--- config.mk ---
export PLATFORM = sky130hd
export DESIGN_NAME = rptr_empty_ctrl
export DESIGN_NICKNAME = d
export VERILOG_FILES = /design/src/rtl/rptr_empty_ctrl.sv
export SDC_FILE = /design/constraint.sdc
export NUM_CORES = 1
export LEC_CHECK = 0
export BUFFER_PORTS_ARGS = -buffer_cell sky130_fd_sc_hd__buf_2
export CORE_ASPECT_RATIO = 1.25
export CORE_MARGIN = 8
export CORE_UTILIZATION = 42
export DETAILED_ROUTE_END_ITERATION = 16
export HOLD_SLACK_MARGIN = 0.06
export PLACE_DENSITY = 0.76
export SYNTH_ARGS = -nofsm -noshare
export SYNTH_HDL_FRONTEND = slang
export SYNTH_SLANG_ARGS = --single-unit
--- constraint.sdc ---
create_clock -name rclk -period 2.8 [get_ports rclk]
set_input_delay 0.14 -clock rclk [delete_from_list [all_inputs] [get_ports rclk]]
set_output_delay 0.14 -clock rclk [all_outputs]
set_load 0.01 [all_outputs]
--- src/rtl/rptr_empty_ctrl.sv ---
// Read-side pointer and flag controller for the async FIFO.
// Owns the read pointer; derives empty, almost-empty, level, underflow.
module rptr_empty_ctrl #(
  parameter int ADDRSIZE      = 4,
  parameter int AEMPTY_THRESH = 2
) (
  input  logic                rclk,
  input  logic                rrst,
  input  logic                rinc,
  input  logic                rclr_uflow,
  input  logic [ADDRSIZE:0]   rq2_wptr,
  output logic [ADDRSIZE-1:0] raddr,
  output logic [ADDRSIZE:0]   rptr,
  output logic                rempty,
  output logic                raempty,
  output logic [ADDRSIZE:0]   rlevel,
  output logic                runderflow
);

  localparam logic [ADDRSIZE:0] AE_TH =
    ADDRSIZE'(0) + (ADDRSIZE+1)'(AEMPTY_THRESH);

  logic [ADDRSIZE:0] rbin;
  logic [ADDRSIZE:0] rbinnext;
  logic [ADDRSIZE:0] rgraynext;
  logic [ADDRSIZE:0] wbin;
  logic [ADDRSIZE:0] level_next;
  logic              accept;
  logic              rempty_next;
  logic              raempty_next;
  logic              uflow_next;

  // Gray-to-binary of the synchronized write pointer:
  // bit i is the XOR of all Gray bits at or above i.
  always_comb begin
    wbin = '0;
    for (int i = 0; i <= ADDRSIZE; i++) begin
      wbin[i] = ^(rq2_wptr >> i);
    end
  end

  // Next pointer, flags and level; a pop is refused while empty.
  always_comb begin
    accept       = rinc & ~rempty;
    rbinnext     = rbin + {{ADDRSIZE{1'b0}}, accept};
    rgraynext    = (rbinnext >> 1) ^ rbinnext;
    level_next   = wbin - rbinnext;
    rempty_next  = (rgraynext == rq2_wptr);
    raempty_next = (level_next <= AE_TH);
    uflow_next   = (rinc & rempty) | (runderflow & ~rclr_uflow);
  end

  // Pointer registers; rptr is driven straight from a flop.
  always_ff @(posedge rclk or posedge rrst) begin
    if (rrst) begin
      rbin <= '0;
      rptr <= '0;
    end else begin
      rbin <= rbinnext;
      rptr <= rgraynext;
    end
  end

  // Registered status: empty, almost-empty, level, sticky underflow.
  always_ff @(posedge rclk or posedge rrst) begin
    if (rrst) begin
      rempty     <= 1'b1;
      raempty    <= 1'b1;
      rlevel     <= '0;
      runderflow <= 1'b0;
    end else begin
      rempty     <= rempty_next;
      raempty    <= raempty_next;
      rlevel     <= level_next;
      runderflow <= uflow_next;
    end
  end

  assign raddr = rbin[ADDRSIZE-1:0];

endmodule

==> impl_results.md <==
- MaxCap Viol Count: 0
- VDD IR max: 0.4736 mV
- Finished Core Util: 52.51%
- Pins Over Slew Limit: 0
- Critical Path AT: 2.76 ns
- Pin count of the biggest net entering global routing: 18
- Fill cell count: 202
- FF+latch area: 427.9 um2
- Mapped Avg Cell Area: 10.94 um2
- Vias post-DR: 687
- Post_cts resized: 0
- Placement Rows: 19
- Pwr dens: 1371 nW/um2
- CTS Buffer Depth: 2
- Most frequent cells in the layout: 25 x buf_2, 15 x dfrtp_1, 12 x inv_1
- Die height: 68.00 um
- Actual slew at the worst max-slew pin: 0.6228 ns
- Die Area: 3916 um2
- Gr ovfl total: 0
- Initial Util: 42.93%
- Top cells by area, synth: dfrtp_1 41%, xor2_1 11%, xnor2_1 8.7%, ha_1 6.9%, dfstp_2 5.8%
- Clock skew: 0.01103 ns
- Clk sinks: 17
- Nets: 129
- Worst skew pair latency: 0.29 ns
- Placed cell count: 129
- Ports: 26
- Htree depth: 1
- Initial DRC count: 5
- DRC Markers: 0
- Most common cell after layout, fill and taps aside: buf_2
- IO buf count: 25
- First-pass GRT wire length: 3153 um
- ANT cells: 0
- Max-slew headroom: 58.43%
- Crit end category: register
- Placed wire-length estimate: 1479 um
- Worst min path class: primary input to register
- Synthesized Nets: 97
- Num CTS Buffers: 3
- DIE WIDTH: 57.60 um
- Synth warn: 0
- Yosys reg bits: 17
- Routed vias/inst: 5.089
- Worst Path Max Fanout: 9
- Critical path class: register to register
- CTS tree: yes
- Yosys top cell by area: dfrtp_1
- Final setup TNS: 0 ns
- Period Utilization, post-route: 91.28%
- Post-Layout Cell Count: 135
- Post-DRT Antenna Nets: 0
- Drt first pass iters: 3
- Layout cells sized above 1: 31.58%
- Endpoints failing hold: 0
- Area of the multi-input gates: 431.7 um2
- Cell count after synthesis: 83
- Synth top area share: 41.32%
- Crit path time final: 2.556 ns
- Setup crit start kind: register
- Post-Syn Area: 908.4 um2
- Sequential share of the synthesized area: 47.11%
- Finish-stage setup viols: 0
- CORE AREA: 2116 um2
- Worst EP required: 3.00 ns
- RSZ-0062 raised after global routing: no
- Synth-to-layout area growth: 22.31%
- Initial antenna violation count: 0
- Min Hold Slack: 0.07835 ns
- CTS Root Cell: clkbuf_4
- Postcts setup bufs: 0
- Post-synth cell types: 26
- GRT Overall Usage: 10.26%
- Post-DR wirelength/cell: 13.28 um
- LEAKAGE: 0.0005600 uW
- Run status: completed
- Fmax achieved: 391.3 MHz
- Routability cong.: 0.8610
- Final wirelength: 1793 um
- Clock slew at reported path FFs: 0.10 ns
- Vias in the first global route: 788
-- per-stage QoR --
step,total power [uW],setup slack [ns],cell area (um2)
5_1_grt,1676,0.05342,1111
3_5_place_dp,1406,0.2973,1064
3_3_place_gp,1377,0.3595,1064
4_1_cts,1540,0.2515,1111
6_report,1523,0.2443,1111
2_1_floorplan,1126,0.2905,908.4
-- what timing repair did --
item | in CTS | in global routing
endpoints found under the hold margin | 16 | 0
setup endpoints to repair | 0 | 0
hold buffers | 2 | 0
-- report_power, final --
part           internal, uW  switching, uW  leakage (uW)
clock                  53.0           74.6     0.0000177
sequential              383           51.4      0.000199
combinational           415            546      0.000343
total                   851            672      0.000560
-- area by class of cell --
cell class,instances,area share [%]
clock buffer,3,2.027
clock inverter,1,0.4504
inverter,12,4.054
multi-input combinational,53,38.85
sequential,17,38.51
tap,21,2.365
timing repair buffer,28,13.74
-- kinds of logic (layout without fill, tap and decap cells) --
logic type / after synthesis / in the layout / synth area share, %
buffers and inverters: 13 / 44 / 5.371
XOR/XNOR: 22 / 22 / 22.87
AO/OA/AOI/OAI: 9 / 9 / 7.714
AND/OR/NAND/NOR: 17 / 17 / 10.06
adder cells (fa/ha/maj): 5 / 5 / 6.887
flip-flops: 17 / 17 / 47.11
-- per-layer routing --
layer / vias to the layer above / wire, um / GRT usage (%)
met5: - / 0 / 0
met4: 0 / 62 / 8.464
met3: 6 / 86 / 1.692
met2: 18 / 974 / 20.03
met1: 333 / 669 / 9.131
li1: 330 / - / -
-- flip-flops by register name, indices dropped and copies added, names as in the netlist --
name and count:
rptr 4, rlevel 5, rbin 5, raempty 1
runderflow 1, rempty 1
-- cell usage after synthesis (all sizes together) --
cell type / number
o31ai: 1
clkbuf: 1
xor2: 13
a21bo: 1
nand2b: 1
ha: 5
xnor2: 9
o41ai: 1
nand2: 3
inv: 12
a21o: 1
nor2b: 1
a21oi: 1
a2111oi: 1
nand4b: 1
nand3: 4
nor2: 3
dfstp: 2
or3: 1
dfrtp: 15
o211ai: 1
nor4: 1
and3: 1
o21ai: 2
nor3b: 1
-- worst max-delay path: stages, from the launching register on --
cell	delay (ns)
dfstp_2	0.55
nor2b_1	0.05
ha_1	0.20
ha_1	0.41
xnor2_1	0.18
ha_1	0.21
a21o_1	0.18
a21bo_1	0.21
o31ai_2	0.27
nor3b_1	0.21
-- path summary, 6_finish.rpt --
path	from	slack, ns	cells past startpoint	end
setup / recovery	rempty$_DFF_PP1_	0.24	9	raempty$_DFF_PP1_
hold / removal	rinc	0.08	3	runderflow$_DFF_PP0_
setup reg to reg	rempty$_DFF_PP1_	0.24	9	raempty$_DFF_PP1_
hold reg to reg	runderflow$_DFF_PP0_	0.54	2	runderflow$_DFF_PP0_
max in group asynchronous	rrst	1.93	3	rptr[2]$_DFF_PP0_
min in group asynchronous	rrst	0.46	3	rbin[2]$_DFF_PP0_
No activity file was read; power rests on OpenSTA's default activity.
